===== src/rtl/core_pkg.sv =====
// rtl/core_pkg.sv - shared core widths, reset constants and instruction field helpers
package core_pkg;

  localparam int PC_W    = 8;
  localparam int INSTR_W = 16;

  localparam logic [PC_W-1:0]    RESET_PC  = 8'h00;
  localparam logic [INSTR_W-1:0] NOP_INSTR = 16'h0000;

  // Instruction field positions, shared with decode
  localparam int FUNCT_HI  = 15;
  localparam int FUNCT_LO  = 11;
  localparam int TARGET_HI = 10;
  localparam int TARGET_LO = 8;
  localparam int A_HI      = 5;
  localparam int A_LO      = 3;
  localparam int B_HI      = 2;
  localparam int B_LO      = 0;
  localparam int IMMED_HI  = 7;
  localparam int IMMED_LO  = 0;

  localparam int CNT_W = 16;

  typedef enum logic [1:0] {
    SRC_NONE = 2'd0,
    SRC_SKID = 2'd1,
    SRC_RESP = 2'd2
  } fetch_src_e;

  function automatic logic [4:0] get_funct(input logic [INSTR_W-1:0] i_instr);
    return i_instr[FUNCT_HI:FUNCT_LO];
  endfunction

  function automatic logic [2:0] get_target(input logic [INSTR_W-1:0] i_instr);
    return i_instr[TARGET_HI:TARGET_LO];
  endfunction

  function automatic logic [2:0] get_a(input logic [INSTR_W-1:0] i_instr);
    return i_instr[A_HI:A_LO];
  endfunction

  function automatic logic [2:0] get_b(input logic [INSTR_W-1:0] i_instr);
    return i_instr[B_HI:B_LO];
  endfunction

  function automatic logic [7:0] get_immed(input logic [INSTR_W-1:0] i_instr);
    return i_instr[IMMED_HI:IMMED_LO];
  endfunction

  function automatic logic [CNT_W-1:0] sat_inc(input logic [CNT_W-1:0] i_val);
    return (i_val == {CNT_W{1'b1}}) ? i_val : i_val + 1'b1;
  endfunction

endpackage


===== src/rtl/fetch_skid_buf.sv =====
// rtl/fetch_skid_buf.sv - one-entry holding register for a fetched word and its pc
module fetch_skid_buf #(
  parameter int PC_W    = 8,
  parameter int INSTR_W = 16
) (
  input  logic               clk,
  input  logic               rst_n,
  input  logic               i_load,
  input  logic               i_clear,
  input  logic [INSTR_W-1:0] i_instr,
  input  logic [PC_W-1:0]    i_pc,
  output logic               o_valid,
  output logic [INSTR_W-1:0] o_instr,
  output logic [PC_W-1:0]    o_pc
);

  logic               r_valid;
  logic [INSTR_W-1:0] r_instr;
  logic [PC_W-1:0]    r_pc;

  // Clear wins so a redirect always flushes a word captured the same cycle
  always_ff @(posedge clk or negedge rst_n) begin
    if (!rst_n) begin
      r_valid <= 1'b0;
      r_instr <= '0;
      r_pc    <= '0;
    end else if (i_clear) begin
      r_valid <= 1'b0;
    end else if (i_load) begin
      r_valid <= 1'b1;
      r_instr <= i_instr;
      r_pc    <= i_pc;
    end
  end

  assign o_valid = r_valid;
  assign o_instr = r_instr;
  assign o_pc    = r_pc;

endmodule


===== src/rtl/instr_fetch.sv =====
// rtl/instr_fetch.sv - fetch stage: pc, imem read issue, skid-buffered presentation to IF/ID
module instr_fetch #(
  parameter int                      PC_W      = core_pkg::PC_W,
  parameter int                      INSTR_W   = core_pkg::INSTR_W,
  parameter logic [PC_W-1:0]         RESET_PC  = core_pkg::RESET_PC,
  parameter logic [INSTR_W-1:0]      NOP_INSTR = core_pkg::NOP_INSTR
) (
  input  logic               clk,
  input  logic               rst_n,
  input  logic               stall,
  input  logic               jump_taken,
  input  logic [PC_W-1:0]    jump_target,
  output logic [PC_W-1:0]    imem_addr,
  output logic               imem_rd_en,
  input  logic [INSTR_W-1:0] imem_rdata,
  output logic [INSTR_W-1:0] instr,
  output logic [PC_W-1:0]    pc_o,
  output logic               instr_valid,
  output logic [15:0]        fetch_count
);

  import core_pkg::*;

  logic [PC_W-1:0]    r_pc_q;
  logic [PC_W-1:0]    r_req_pc;
  logic               r_req_pending;
  logic [15:0]        r_fetch_count;

  logic               w_issue;
  logic               w_consume;
  logic               w_skid_load;
  logic               w_skid_clear;
  logic               w_skid_valid;
  logic [INSTR_W-1:0] w_skid_instr;
  logic [PC_W-1:0]    w_skid_pc;
  fetch_src_e         w_src;

  // Issue is blocked on stall so at most one read is ever outstanding
  assign w_issue    = rst_n & ~stall & ~jump_taken;
  assign imem_rd_en = w_issue;
  assign imem_addr  = r_pc_q;

  always_comb begin
    w_src = SRC_NONE;
    if (w_skid_valid)       w_src = SRC_SKID;
    else if (r_req_pending) w_src = SRC_RESP;
  end

  // A redirect doubles as the IF/ID clear, so nothing is shown during it
  always_comb begin
    instr       = NOP_INSTR;
    pc_o        = '0;
    instr_valid = 1'b0;
    if (!jump_taken) begin
      unique case (w_src)
        SRC_SKID: begin
          instr       = w_skid_instr;
          pc_o        = w_skid_pc;
          instr_valid = 1'b1;
        end
        SRC_RESP: begin
          instr       = imem_rdata;
          pc_o        = r_req_pc;
          instr_valid = 1'b1;
        end
        default: ;
      endcase
    end
  end

  assign w_consume    = instr_valid & ~stall & ~jump_taken;
  assign w_skid_load  = r_req_pending & ~w_skid_valid & stall & ~jump_taken;
  assign w_skid_clear = jump_taken | (w_consume & (w_src == SRC_SKID));

  fetch_skid_buf #(
    .PC_W    (PC_W),
    .INSTR_W (INSTR_W)
  ) u_skid (
    .clk     (clk),
    .rst_n   (rst_n),
    .i_load  (w_skid_load),
    .i_clear (w_skid_clear),
    .i_instr (imem_rdata),
    .i_pc    (r_req_pc),
    .o_valid (w_skid_valid),
    .o_instr (w_skid_instr),
    .o_pc    (w_skid_pc)
  );

  always_ff @(posedge clk or negedge rst_n) begin
    if (!rst_n) begin
      r_pc_q        <= RESET_PC;
      r_req_pc      <= '0;
      r_req_pending <= 1'b0;
    end else if (jump_taken) begin
      r_pc_q        <= jump_target;
      r_req_pending <= 1'b0;
    end else begin
      // Any response returns the cycle after issue, so pending tracks issue exactly
      r_req_pending <= w_issue;
      if (w_issue) begin
        r_req_pc <= r_pc_q;
        r_pc_q   <= r_pc_q + 1'b1;
      end
    end
  end

  always_ff @(posedge clk or negedge rst_n) begin
    if (!rst_n) begin
      r_fetch_count <= '0;
    end else if (w_consume) begin
      r_fetch_count <= sat_inc(r_fetch_count);
    end
  end

  assign fetch_count = r_fetch_count;

endmodule


===== config.mk =====
export PLATFORM = sky130hd
export DESIGN_NAME = instr_fetch
export DESIGN_NICKNAME = d
export VERILOG_FILES = /design/src/rtl/core_pkg.sv /design/src/rtl/fetch_skid_buf.sv /design/src/rtl/instr_fetch.sv
export SDC_FILE = /design/constraint.sdc
export NUM_CORES = 1
export LEC_CHECK = 0
export BUFFER_PORTS_ARGS = -buffer_cell sky130_fd_sc_hd__buf_4
export CELL_PAD_IN_SITES_DETAIL_PLACEMENT = 0
export CELL_PAD_IN_SITES_GLOBAL_PLACEMENT = 1
export CORE_ASPECT_RATIO = 0.9
export CORE_UTILIZATION = 31
export CTS_BUF_LIST = sky130_fd_sc_hd__clkbuf_4 sky130_fd_sc_hd__clkbuf_8 sky130_fd_sc_hd__clkbuf_16
export CTS_CLUSTER_DIAMETER = 150
export DETAILED_ROUTE_END_ITERATION = 16
export GPL_TIMING_DRIVEN = 0
export PLACE_DENSITY_LB_ADDON = 0.1
export SKIP_LAST_GASP = 1
export SLEW_MARGIN = 20
export SYNTH_ARGS = -nofsm -noshare
export SYNTH_HDL_FRONTEND = slang
export SYNTH_SLANG_ARGS = --single-unit

===== constraint.sdc =====
create_clock -name clk -period 4.15 [get_ports clk]
set_input_delay 0.83 -clock clk [delete_from_list [all_inputs] [get_ports clk]]
set_output_delay 0.83 -clock clk [all_outputs]
set_load 0.005 [all_outputs]

==> out/summary.md <==
The tools report the post-CTS setup-driven buffer insertion count as 0. The endpoint arrival time on the critical path came out at 2.50 ns. Summing every instance area after synthesis gives 2780 sq um. TritonCTS built the clock tree. The logs give 0 for the total number of yosys warnings and 15.4% for the overall routing resource usage.

Clock-pin slew was measured on the worst setup and hold paths at 0.06 ns. The final design instance area without fill was 3760 sq um; the final setup slack of the worst path was 0.825 ns. The multi-input combinational cell area was 1250 sq um; the synthesized net count was 252. Along the worst path, the maximum fanout reaches 60. Met2 demand-to-capacity share in global routing: 23.6%. The run gives 0 as the antenna diode instance count. The tools report the beginning of the worst register-to-register path as u_skid.o_valid. Summed over all failing endpoints, the final setup total negative slack is 0 ns.

The run finished with clean final reports. 78 I/O pins were placed. CTS built an H-tree with a depth of 3.

Entering global routing, the biggest net connects 61 pins. The critical path ends at imem_rd_en. The routed design has 6490 um of wire. Tracing the worst setup path back leads to its startpoint at rst_n. The iteration count of the initial detailed-routing pass came out at 5. The transition time of the tightest slew-check pin was 0.744 ns; the max-slew violation count was 0.

For the number of hold-slack violations in the final timing report, the log shows 0. The register bit total from synthesis is 58. The final instance count without filler cells came out at 434. The run gives 9 as the number of buffers inserted during clock tree synthesis.

The worst setup path is of the in2out kind. The width of the die works out to 102 um. The share of layout cells above drive strength 1 came out at 43.5%. For the number of global-route vias before repair, the log shows 2175. The critical path launch point type was an input port. Derived from the worst setup path, the maximum achievable clock frequency is 301 MHz. Once the floorplan was initialized, standard cells occupied 32.1% of the core. The class of the tightest hold or removal check was reg2reg. The routed via count divided by cell count works out to 4.78. For the final setup violation count, the log shows 0. The relative slew slack came out at 50.4%.

The detailed router finished its first iteration with 40 violations. In this run the vertical extent of the chip is 91.8 um. For flop-to-flop paths, the worst setup slack is 2.24 ns.

The worst register-to-register path ends at u_skid.o_instr[4]. The number of clock sinks seen by CTS is 58, and the layout-stage area growth over the synthesis result is 35.2%. The floorplan die area came out at 9340 sq um. Cell at the root of the clock tree: clkbuf_8. Once placement finished, the instance area stood at 3500 sq um. The area of the placeable core came out at 8650 sq um. The first global-routing pass estimated 10800 um of wire.

After global routing the overflow that remains totals 0. The source-to-sink clock delay at the later pin of the worst-skew pair is 0.34 ns, and the data required time of the critical path is 3.32 ns. The depth of the worst register-to-register path was 5; the number of unique standard cell types used by synthesis was 35. The number of placed instances, taps included, is 418.

After detailed routing, the average wire length per cell comes to 15.0 um. The count of input and output buffers is 77, and the pre-CTS worst setup slack is 0.746 ns. The tools report the deepest clock path buffer count as 2.

In the global route stage, met1 resource usage came out at 19.9%. The total of cells resized after clock tree synthesis came out at 0. The tools report the sequential share of the synthesized area as 52.3%.

The final layout contains 340 nets. The congestion estimate from routability-driven global placement came to 0.694. The power density of the placed cells came out at 432 nW/um^2. The detailed-placement wirelength estimate was 4440 um; the share of the clock period used by the worst path was 80.1%.

The routing usage on met3 was 5.11%. For this run, design rule violations remaining after detail routing come to 0. The number of buffers inserted for hold repair after clock tree synthesis came out at 0.

The logs give 222 for the synthesized instance count and 2074 for the via count of the routed design. Clock skew on the completed layout was measured at 0.00868 ns. Row generation in the floorplan step produced 32 rows. The sequential cells in the finished layout cover a total of 1450 sq um.

The initial antenna violation count was 0; the leakage power figure was 0.00173 uW. In this run the remaining antenna-violating nets after routing total 0. For the worst voltage drop across the vdd grid, the log shows 0.311 mV. In this run the most used layer during global routing was met2. For the finished layout, the period the worst path requires is 3.33 ns. Setup repair after global routing left no endpoint under its margin.

The final-layout fill cell count is 875, and the mean instance size in the synthesized netlist is 12.5 sq um. Critical path endpoint category: a primary output. The logs give 0.497 ns for the worst slack on hold paths and 0 for the number of max-cap violations.
==> sequential cells by signal, indices dropped and copies added (netlist names) <==
name            count
fetch_count        16
u_skid.o_instr     16
u_skid.o_pc         8
u_skid.o_valid      1
imem_addr           8
r_req_pc            8
r_req_pending       1
==> final cells by class <==
class | instances | area share [%]
Tap cell | 119 | 3.96
Sequential cell | 58 | 38.6
Clock inverter | 5 | 2.66
Multi-Input combinational cell | 150 | 33.2
Inverter | 2 | 0.200
Buffer | 12 | 1.87
Timing Repair Buffer | 77 | 15.4
Clock buffer | 11 | 4.03
==> logic make-up (layout without fill, tap and decap cells) <==
logic type | after synthesis | after routing | synth area share (%)
XOR/XNOR | 19 | 19 | 5.99
multiplexers | 35 | 35 | 14.1
AND/OR/NAND/NOR | 53 | 53 | 12.0
AO/OA/AOI/OAI | 41 | 41 | 11.9
flip-flops | 58 | 58 | 52.3
buffers and inverters | 14 | 107 | 2.79
adder cells (fa/ha/maj) | 2 | 2 | 0.901
==> cells in the mapped netlist <==
cell,n,area (sq um)
mux2_1,1,11.3
a22o_1,24,210
nor3b_2,2,25.0
and3_1,2,12.5
inv_1,2,7.51
nor2_1,5,18.8
and4_1,2,17.5
o21ai_0,8,40.0
nor3_1,2,10.0
o311ai_1,1,8.76
buf_6,3,33.8
o211ai_1,1,7.51
and2_1,5,31.3
a31oi_1,1,6.26
dfrtp_1,58,1450
a21oi_1,1,5.00
xnor2_1,14,123
nand2_1,12,45.0
o21bai_4,1,18.8
buf_2,2,10.0
o2111ai_1,1,8.76
nand4_1,10,62.6
nor2b_1,3,18.8
o31ai_1,1,7.51
nand4_4,1,21.3
and3_2,1,7.51
xor2_1,5,43.8
nor4_4,1,21.3
nand3_1,5,25.0
nand4b_1,2,17.5
mux2_2,33,372
o31a_1,2,17.5
mux2i_1,1,10.0
clkbuf_1,7,26.3
ha_1,2,25.0
==> critical path: stages <==
cell and delay (ns):
buf_4 0.57, nor2b_1 0.20, clkbuf_1 0.29, nor2b_1 0.16
buf_2 0.26, buf_4 0.16
==> where the power goes <==
group / total, uW / internal (uW) / switching, uW
registers: 746 / 670 / 76.3
clock network: 655 / 430 / 225
logic: 223 / 142 / 81.0
total: 1620 / 1240 / 383
==> how the worst min path moves through the flow <==
stage	from	to	slack, ns	cells past startpoint
6_report	fetch_count[14]	fetch_count[14]	0.50	1
5_1_grt	u_skid.o_instr[4]	u_skid.o_instr[4]	0.52	1
4_1_cts	fetch_count[14]	fetch_count[14]	0.51	1
3_5_place_dp	u_skid.o_pc[2]	u_skid.o_pc[2]	0.50	1
3_3_place_gp	fetch_count[14]	fetch_count[14]	0.49	1
2_1_floorplan	u_skid.o_instr[6]	u_skid.o_instr[6]	0.48	1
==> stage by stage <==
step / power [uW] / utilization, %
after floorplan: 866 / -
after global placement: 977 / 40.5
after detailed placement: 986 / 40.5
after CTS: 1660 / 43.4
after global routing: 1720 / 43.4
final: 1620 / 43.4
==> cells in the final DEF (no fill, tap or decap) <==
cell and instances:
and3_1 2, buf_4 77, nor4_4 1, o311ai_1 1
nand4_4 1, nand4b_1 2, clkbuf_1 7, xor2_1 5
o211ai_1 1, mux2_2 33, inv_1 2, o21ai_0 8
nand3_1 5, a22o_1 24, mux2i_1 1, clkinv_2 2
and2_1 5, nor3_1 2, mux2_1 1, nor2b_1 3
nor2_1 5, o31ai_1 1, bufinv_16 3, nand4_1 10
a31oi_1 1, ha_1 2, o2111ai_1 1, nor3b_2 2
dfrtp_1 58, and3_2 1, and4_1 2, o31a_1 2
o21bai_4 1, buf_2 2, a21oi_1 1, nand2_1 12
xnor2_1 14, buf_6 3, clkbuf_8 11
==> metal layers <==
layer | routed length, um | vias up | part of all wire, %
met5 | 0 | - | 0
met1 | 3130 | 1002 | 48
met4 | 102 | 0 | 1.6
met3 | 377 | 9 | 5.8
li1 | - | 1001 | -
met2 | 2880 | 62 | 44
No activity file was read; power rests on OpenSTA's default activity.
